### config.mk
export PLATFORM = sky130hd
export DESIGN_NAME = condlogic_flat
export DESIGN_NICKNAME = d
export VERILOG_FILES = /design/src/rtl/condlogic_pkg.sv /design/src/rtl/condlogic_if.sv /design/src/rtl/condlogic_cond_check.sv /design/src/rtl/condlogic.sv /design/src/flat_wrapper.sv
export SDC_FILE = /design/constraint.sdc
export NUM_CORES = 1
export LEC_CHECK = 0
export ABC_AREA = 1
export CORE_AREA = 3 3 40 42
export CTS_CLUSTER_SIZE = 20
export DETAILED_ROUTE_END_ITERATION = 10
export DIE_AREA = 0 0 43 45
export MAX_ROUTING_LAYER = met4
export PLACE_DENSITY = 0.67
export SLEW_MARGIN = 25
export SYNTH_ARGS = -nofsm -noshare
export SYNTH_HDL_FRONTEND = slang
export SYNTH_SLANG_ARGS = --single-unit
### constraint.sdc
create_clock -name clk -period 1.97 [get_ports clk]
set_input_delay 0.197 -clock clk [delete_from_list [all_inputs] [get_ports clk]]
set_output_delay 0.197 -clock clk [all_outputs]
set_load 0.02 [all_outputs]
### src/rtl/condlogic_pkg.sv
// Shared definitions for the conditional-execution unit: condition codes and
// NZCV bit positions.
package cond_pkg;
  localparam logic [3:0] COND_EQ = 4'b0000;
  localparam logic [3:0] COND_NE = 4'b0001;
  localparam logic [3:0] COND_CS = 4'b0010;
  localparam logic [3:0] COND_CC = 4'b0011;
  localparam logic [3:0] COND_MI = 4'b0100;
  localparam logic [3:0] COND_PL = 4'b0101;
  localparam logic [3:0] COND_VS = 4'b0110;
  localparam logic [3:0] COND_VC = 4'b0111;
  localparam logic [3:0] COND_HI = 4'b1000;
  localparam logic [3:0] COND_LS = 4'b1001;
  localparam logic [3:0] COND_GE = 4'b1010;
  localparam logic [3:0] COND_LT = 4'b1011;
  localparam logic [3:0] COND_GT = 4'b1100;
  localparam logic [3:0] COND_LE = 4'b1101;
  localparam logic [3:0] COND_AL = 4'b1110;
  localparam logic [3:0] COND_NV = 4'b1111;

  localparam int FLAG_N = 3;
  localparam int FLAG_Z = 2;
  localparam int FLAG_C = 1;
  localparam int FLAG_V = 0;
endpackage

### src/rtl/condlogic_if.sv
// FSM-to-condlogic bus: raw strobes and condition inputs in, gated enables out.
interface condlogic_if;
  logic [3:0] Cond;
  logic [3:0] ALUFlags;
  logic [1:0] FlagW;
  logic       PCS;
  logic       NextPC;
  logic       RegW;
  logic       MemW;
  logic       PCWrite;
  logic       RegWrite;
  logic       MemWrite;
  logic [3:0] Flags;
  logic       CondExDly;

  modport master (
    output Cond, ALUFlags, FlagW, PCS, NextPC, RegW, MemW,
    input  PCWrite, RegWrite, MemWrite, Flags, CondExDly
  );

  modport slave (
    input  Cond, ALUFlags, FlagW, PCS, NextPC, RegW, MemW,
    output PCWrite, RegWrite, MemWrite, Flags, CondExDly
  );
endinterface

### src/rtl/condlogic_cond_check.sv
// Combinational evaluation of a 4-bit ARM condition field against NZCV.
module cond_check
  import cond_pkg::*;
(
  input  logic [3:0] Cond,
  input  logic [3:0] Flags,
  output logic       CondEx
);
  logic n, z, c, v, ge;

  assign n  = Flags[FLAG_N];
  assign z  = Flags[FLAG_Z];
  assign c  = Flags[FLAG_C];
  assign v  = Flags[FLAG_V];
  assign ge = (n == v);

  always_comb begin
    CondEx = 1'b0;
    unique case (Cond)
      COND_EQ: CondEx = z;
      COND_NE: CondEx = !z;
      COND_CS: CondEx = c;
      COND_CC: CondEx = !c;
      COND_MI: CondEx = n;
      COND_PL: CondEx = !n;
      COND_VS: CondEx = v;
      COND_VC: CondEx = !v;
      COND_HI: CondEx = c & !z;
      COND_LS: CondEx = !c | z;
      COND_GE: CondEx = ge;
      COND_LT: CondEx = !ge;
      COND_GT: CondEx = !z & ge;
      COND_LE: CondEx = z | !ge;
      COND_AL: CondEx = 1'b1;
      COND_NV: CondEx = 1'b0;
      default: CondEx = 1'b0;
    endcase
  end
endmodule

### src/rtl/condlogic.sv
// Conditional-execution unit: NZCV register, registered pass/fail, and gating
// of the FSM write strobes into architectural enables.
module condlogic
  import cond_pkg::*;
(
  input  logic   clk,
  input  logic   reset,
  condlogic_if.slave bus
);
  logic [3:0] flags_q;
  logic       cond_ex;
  logic       cond_ex_dly;
  logic [1:0] flag_write;

  cond_check u_cond_check (
    .Cond   (bus.Cond),
    .Flags  (flags_q),
    .CondEx (cond_ex)
  );

  // A failing condition also blocks the instruction's own flag update.
  assign flag_write = bus.FlagW & {2{cond_ex}};

  always_ff @(posedge clk or negedge reset) begin
    if (!reset) begin
      flags_q     <= 4'b0000;
      cond_ex_dly <= 1'b0;
    end else begin
      cond_ex_dly <= cond_ex;
      if (flag_write[1]) flags_q[FLAG_N:FLAG_Z] <= bus.ALUFlags[FLAG_N:FLAG_Z];
      if (flag_write[0]) flags_q[FLAG_C:FLAG_V] <= bus.ALUFlags[FLAG_C:FLAG_V];
    end
  end

  // Write-back states see the decision made before this instruction's flag write.
  assign bus.PCWrite   = (bus.PCS & cond_ex_dly) | bus.NextPC;
  assign bus.RegWrite  = bus.RegW & cond_ex_dly;
  assign bus.MemWrite  = bus.MemW & cond_ex_dly;
  assign bus.Flags     = flags_q;
  assign bus.CondExDly = cond_ex_dly;
endmodule

### src/flat_wrapper.sv
// flat-port wrapper written by rule: the top's interface ports become plain ports
module condlogic_flat import cond_pkg::*;
  (clk, reset, bus_Cond, bus_ALUFlags, bus_FlagW, bus_PCS, bus_NextPC, bus_RegW, bus_MemW, bus_PCWrite, bus_RegWrite, bus_MemWrite, bus_Flags, bus_CondExDly);
  condlogic_if bus_i ();
  input  logic clk;
  input  logic reset;
  input wire logic [$bits(bus_i.Cond)-1:0] bus_Cond;
  input wire logic [$bits(bus_i.ALUFlags)-1:0] bus_ALUFlags;
  input wire logic [$bits(bus_i.FlagW)-1:0] bus_FlagW;
  input wire logic [$bits(bus_i.PCS)-1:0] bus_PCS;
  input wire logic [$bits(bus_i.NextPC)-1:0] bus_NextPC;
  input wire logic [$bits(bus_i.RegW)-1:0] bus_RegW;
  input wire logic [$bits(bus_i.MemW)-1:0] bus_MemW;
  output wire logic [$bits(bus_i.PCWrite)-1:0] bus_PCWrite;
  output wire logic [$bits(bus_i.RegWrite)-1:0] bus_RegWrite;
  output wire logic [$bits(bus_i.MemWrite)-1:0] bus_MemWrite;
  output wire logic [$bits(bus_i.Flags)-1:0] bus_Flags;
  output wire logic [$bits(bus_i.CondExDly)-1:0] bus_CondExDly;
  assign bus_i.Cond = bus_Cond;
  assign bus_i.ALUFlags = bus_ALUFlags;
  assign bus_i.FlagW = bus_FlagW;
  assign bus_i.PCS = bus_PCS;
  assign bus_i.NextPC = bus_NextPC;
  assign bus_i.RegW = bus_RegW;
  assign bus_i.MemW = bus_MemW;
  assign bus_PCWrite = bus_i.PCWrite;
  assign bus_RegWrite = bus_i.RegWrite;
  assign bus_MemWrite = bus_i.MemWrite;
  assign bus_Flags = bus_i.Flags;
  assign bus_CondExDly = bus_i.CondExDly;
  condlogic u_core (.clk(clk), .reset(reset), .bus(bus_i));
endmodule
==> reports/metrics.yaml, run 1 <==
status: "complete, no violations"
relSlewSlack_pct: 82.93
ant_nets: 0
tightest_slew_ps: 255.4
timing.final.ws_setup_ps: 412.9
path_class: "primary input to output port"
slowest_delay_ps: 600
n_antenna_cell: 0
die_area_um2: 1935
fp-row-count: 13
firstDrtPassIters: 3
irDropWorstVdd_mv: 0.5912
p_leak_nw: 0.3868
cts_setup_buffers: 0
core_um2: 1285
grt_pass1_vias: 506
grt_remaining_overflow: 0
rsz0062_at_grt: "no"
pre_cts_slack_ps: 226.7
antenna_found_initial: 0
routabilityCongestion: 0.7895
hp-class: "primary input to async pin"
layout.nets: 120
synth_area_leaders: "nand2_1, dfrtp_1, inv_1, nand4_1, nand3_2"
path_cells: "clkdlybuf4s50_1 -> nand2_1 -> inv_1 -> clkdlybuf4s50_1"
dieWidth_um: 43
worstPathArrival_ps: 1360
place_inst: 114
period_share_pct: 79.04
ys_warn_count: 0
ctsHoldBuffers: 0
cp_max_fo: 1
ys_types: 15
synth_seq_area_share_pct: 28.09
yosysTopAreaCell: "nand2_1"
endpoint_kind: "output port"
hold_viol: 0
finalHoldWorstSlack_ps: 171.2
grt_max_degree: 8
ctsResizeCount: 0
slowest_stage: "clkdlybuf4s50_1"
clk_pin_slew_ps: 40
clock_latency_ps: 240
drv_slew: 0
totalPowerFinal_mw: 0.7544
syn_to_final_growth_pct: 61.80
worstPathRequired_ps: 1770
final_common_cell: "nand2_1"
synth_fp_nets: 92
max_freq_ghz: 0.6422
critPathLaunchType: "primary input"
nFillCells: 130
portBuffers: 23
dp_hpwl_um: 964.4
setup_violations: 0
wl_mm: 1.130
powerDensity_nw_per_um2: 1047
cp.buffers_inverters: 3
ctsLongestPathBuffers: 2
critical-path-top-delay-family: "buffers and inverters"
ios: 24
grt_pass1_wl_mm: 1.876
cts_sinks: 5
root_buffer: "clkbuf_4"
h-tree-depth: 1
setup-tns-final_ps: 0
synth_top_area_share_pct: 29.49
syn_avg_cell_area_um2: 5.861
cts_buffers: 3
path_common_cell: "clkdlybuf4s50_1"
cts_tree: "done"
fin_crit_ps: 1557
maxCapViolations: 0
viasPerCell: 4.661
initial_core_util_pct: 34.66
netlist_area_um2: 445.4
synthCells: 76
wl_per_cell_um: 9.576
num_vias: 550
drive_gt1_share_pct: 10.68
grt_usage_pct: 13.36
final_cell_mix: "nand2_1, clkdlybuf4s50_1, inv_1"
drc: 0
skew_ps: 0.8941
stdcell_count: 118
fp.dieH_um: 45
drtIter0Drc: 6
ys_seq_elements: 5
-- cells in the mapped netlist --
cell / count
nand3_2: 2
nand2_4: 1
a21boi_0: 1
dfrtp_1: 5
nand4_1: 4
a21oi_1: 2
nand3_1: 3
inv_2: 3
nand2_1: 35
nand2_2: 1
nor2_1: 5
a21o_1: 1
o21ai_2: 1
o21ai_1: 2
inv_1: 10
-- layout make-up --
| type | instances | area (um^2) | share of cell area [%] |
|---|---|---|---|
| Timing Repair Buffer | 23 | 230.2 | 31.94 |
| Clock buffer | 4 | 26.28 | 3.646 |
| Tap cell | 15 | 18.77 | 2.604 |
| Inverter | 13 | 48.80 | 6.771 |
| Multi-Input combinational cell | 58 | 271.5 | 37.67 |
| Sequential cell | 5 | 125.1 | 17.36 |
-- metrics by stage --
stage / area, um^2 / utilization [%]
floorplan: 445.4 / -
global placement: 694.4 / 54.04
detailed placement: 694.4 / 54.04
CTS: 720.7 / 56.09
global route: 720.7 / 56.09
finish: 720.7 / 56.09
-- flip-flops by register name, indices dropped and copies added, names as in the netlist --
| name | flops |
|---|---|
| u_core.bus.Flags | 4 |
| u_core.bus.CondExDly | 1 |
-- final timing paths --
check | endpoint | slack (ps) | cells after the start | from
setup / recovery | bus_RegWrite | 410 | 4 | bus_RegW
hold / removal | u_core.bus.Flags[2] | 170 | 1 | reset
setup reg to reg | u_core.bus.Flags[3] | 570 | 9 | u_core.bus.Flags[0]
hold reg to reg | u_core.bus.Flags[2] | 550 | 2 | u_core.bus.Flags[2]
max in group asynchronous | u_core.bus.Flags[0] | 1610 | 1 | reset
min in group clk | u_core.bus.Flags[2] | 520 | 3 | bus_ALUFlags[2]
-- power by group --
group / switching (mW) / total (mW) / internal [mW] / leakage, nW
clock network: 0.0432 / 0.120 / 0.0766 / 0.0150
registers: 0.0546 / 0.199 / 0.144 / 0.0615
logic: 0.238 / 0.436 / 0.198 / 0.310
total: 0.336 / 0.754 / 0.419 / 0.387
-- per-layer routing --
| metal | routed length (um) | GRT usage [%] | share of wire (%) |
|---|---|---|---|
| met1 | 507 | 15.65 | 45 |
| met5 | 0 | - | 0 |
| met2 | 524 | 21.86 | 46 |
| met4 | 30 | 9.036 | 2.7 |
| met3 | 68 | 1.195 | 6.0 |
-- cell families after synthesis --
kind of cell | count (synthesis) | synth area share (%)
buffers and inverters | 13 | 10.96
DFF | 5 | 28.09
AOI/OAI and AO/OA | 7 | 9.833
and+or+nand+nor | 51 | 51.12
Power figures use the tool's default switching activity.
==> inputs of run 2 (changes only) <==
Settings changed: CORE_AREA 3 3 40 42 to unset, CORE_MARGIN set to 3, CORE_UTILIZATION set to 33, DIE_AREA 0 0 43 45 to unset, PLACE_DENSITY 0.67 to 0.69.
Clock period 1.97 ns to 1.3 ns, I/O delays scaled along.
==> run 2 against run 1 <==
Effect of this change:
- the run now ends with negative setup slack left
- clock power is 46% higher
- cell count is 5.9% higher
- largest cell class unchanged
- first-iteration DRC count down 33%
- critical endpoint is now u_core.bus.Flags[3]
==> reports/metrics.yaml, run 2 (synthesis gave the netlist of run 1 again) <==
finalHoldWorstSlack_ps: 108.1
skew_ps: 4.801
dieWidth_um: 42.74
setup_violations: 4
path_class: "flop to flop"
antenna_found_initial: 0
grt_max_degree: 8
cts_tree: "done"
place_inst: 120
status: "finished with violations"
irDropWorstVdd_mv: 1.031
worstPathRequired_ps: 1420
ctsHoldBuffers: 0
powerDensity_nw_per_um2: 1570
ctsLongestPathBuffers: 2
hold_viol: 0
relSlewSlack_pct: 83.29
wl_per_cell_um: 10.19
grt_pass1_wl_mm: 2.159
drv_slew: 0
layout.nets: 128
worstPathArrival_ps: 1470
h-tree-depth: 1
grt_usage_pct: 15.51
critical-path-top-delay-family: "simple AND/OR/NAND/NOR gates"
fin_crit_ps: 1346
cts_sinks: 5
p_leak_nw: 0.4437
fp.dieH_um: 42.74
root_buffer: "clkbuf_4"
cts_buffers: 3
clk_pin_slew_ps: 40
rr_startpoint: "u_core.bus.Flags[0]"
slowest_delay_ps: 420
path_cells: "inv_2 -> nand2_2 -> nand2_2 -> nand2_1 -> nand2_1 -> nand2_1 -> nand3_1 -> nand2_2 -> nand2_4 -> nand3_2 -> nand2_1 -> nand2_1"
drtIter0Drc: 4
grt_pass1_vias: 569
pre_cts_slack_ps: -375.2
nFillCells: 117
hp-class: "primary input to async pin"
critPathLaunchType: "flop"
violations: "negative setup slack"
fp-row-count: 12
final_common_cell: "nand2_1"
tightest_slew_ps: 250.7
n_antenna_cell: 0
routabilityCongestion: 0.8767
path_common_cell: "nand2_1"
totalPowerFinal_mw: 1.236
ios: 24
largest_reg_flops: 4
initial_core_util_pct: 37.55
ant_nets: 0
cp.buffers_inverters: 1
slowest_stage: "dfrtp_2"
critPathLaunch: "u_core.bus.Flags[0]"
cp_max_fo: 6
core_um2: 1186
dp_hpwl_mm: 1.070
die_area_um2: 1827
rsz0062_at_grt: "yes"
final_cell_mix: "nand2_1, clkdlybuf4s50_1, dlygate4sd2_1"
num_vias: 581
wl_mm: 1.274
drive_gt1_share_pct: 27.03
grt_remaining_overflow: 0
timing.final.ws_setup_ps: -45.79
maxCapViolations: 0
drc: 0
endpoint_kind: "flop"
period_share_pct: 103.5
max_freq_ghz: 0.7431
stdcell_count: 125
viasPerCell: 4.648
syn_to_final_growth_pct: 76.69
portBuffers: 23
clock_latency_ps: 240
firstDrtPassIters: 4
## run 2: cell count changes in the layout (fill, tap and decap cells not counted)
cell | before | now
nand2_1 | 35 | 31
buf_4 | 0 | 8
dfrtp_2 | 0 | 2
dlygate4sd2_1 | 0 | 9
nand3_4 | 0 | 1
nand3_2 | 2 | 1
a21oi_1 | 2 | 1
inv_1 | 10 | 7
clkdlybuf4s50_1 | 23 | 13
nand2_2 | 1 | 5
a21oi_2 | 0 | 1
clkbuf_2 | 0 | 1
dfrtp_1 | 5 | 3
inv_2 | 3 | 6
## run 2: where the power goes
part	switching [mW]	internal, mW	leakage, nW	total [mW]
sequential	0.0795	0.224	0.0591	0.304
clock	0.0592	0.116	0.0150	0.175
combinational	0.418	0.340	0.370	0.757
total	0.556	0.680	0.444	1.24
## run 2: through the flow
step	utilization (%)	area [um^2]	TNS (ps)
after floorplan	-	447.9	0
after global placement	63.08	748.2	-2052
after detailed placement	63.08	748.2	-2116
after CTS	65.19	773.2	-143.6
after global routing	66.35	787.0	-749.4
final	66.35	787.0	-142.9
## run 2: worst paths after layout
kind                                  endpoint  slack (ps)  cells past startpoint
hold / removal             u_core.bus.Flags[1]         110                      1
min in group clk           u_core.bus.Flags[1]         480                      3
setup / recovery           u_core.bus.Flags[3]         -50                     12
hold reg to reg            u_core.bus.Flags[1]         560                      2
max in group asynchronous  u_core.bus.Flags[3]         990                      1
setup reg to reg           u_core.bus.Flags[3]         -50                     12
## run 2: layout make-up
type,instances,area [um^2],area share [%]
repair buffers,31,274.0,34.82
flip-flops and latches,5,127.6,16.22
multi-input cells,58,292.8,37.20
well taps,14,17.52,2.226
clock buffers,4,26.28,3.339
inverters,13,48.80,6.200
## run 2: what timing repair did
action / CTS / global route
pin swaps: 1 / 0
gates cloned: 0 / 0
buffers inserted: 0 / 1
resized for setup: 14 / 5
endpoints found under the setup margin: 13 / 6
## run 2: routing by layer
layer	share of wire, %	track usage, %	vias up
met2	53	26.65	18
met3	5.7	3.814	0
li1	-	-	308
met1	42	17.90	255
met4	0	3.727	0
met5	0	-	-
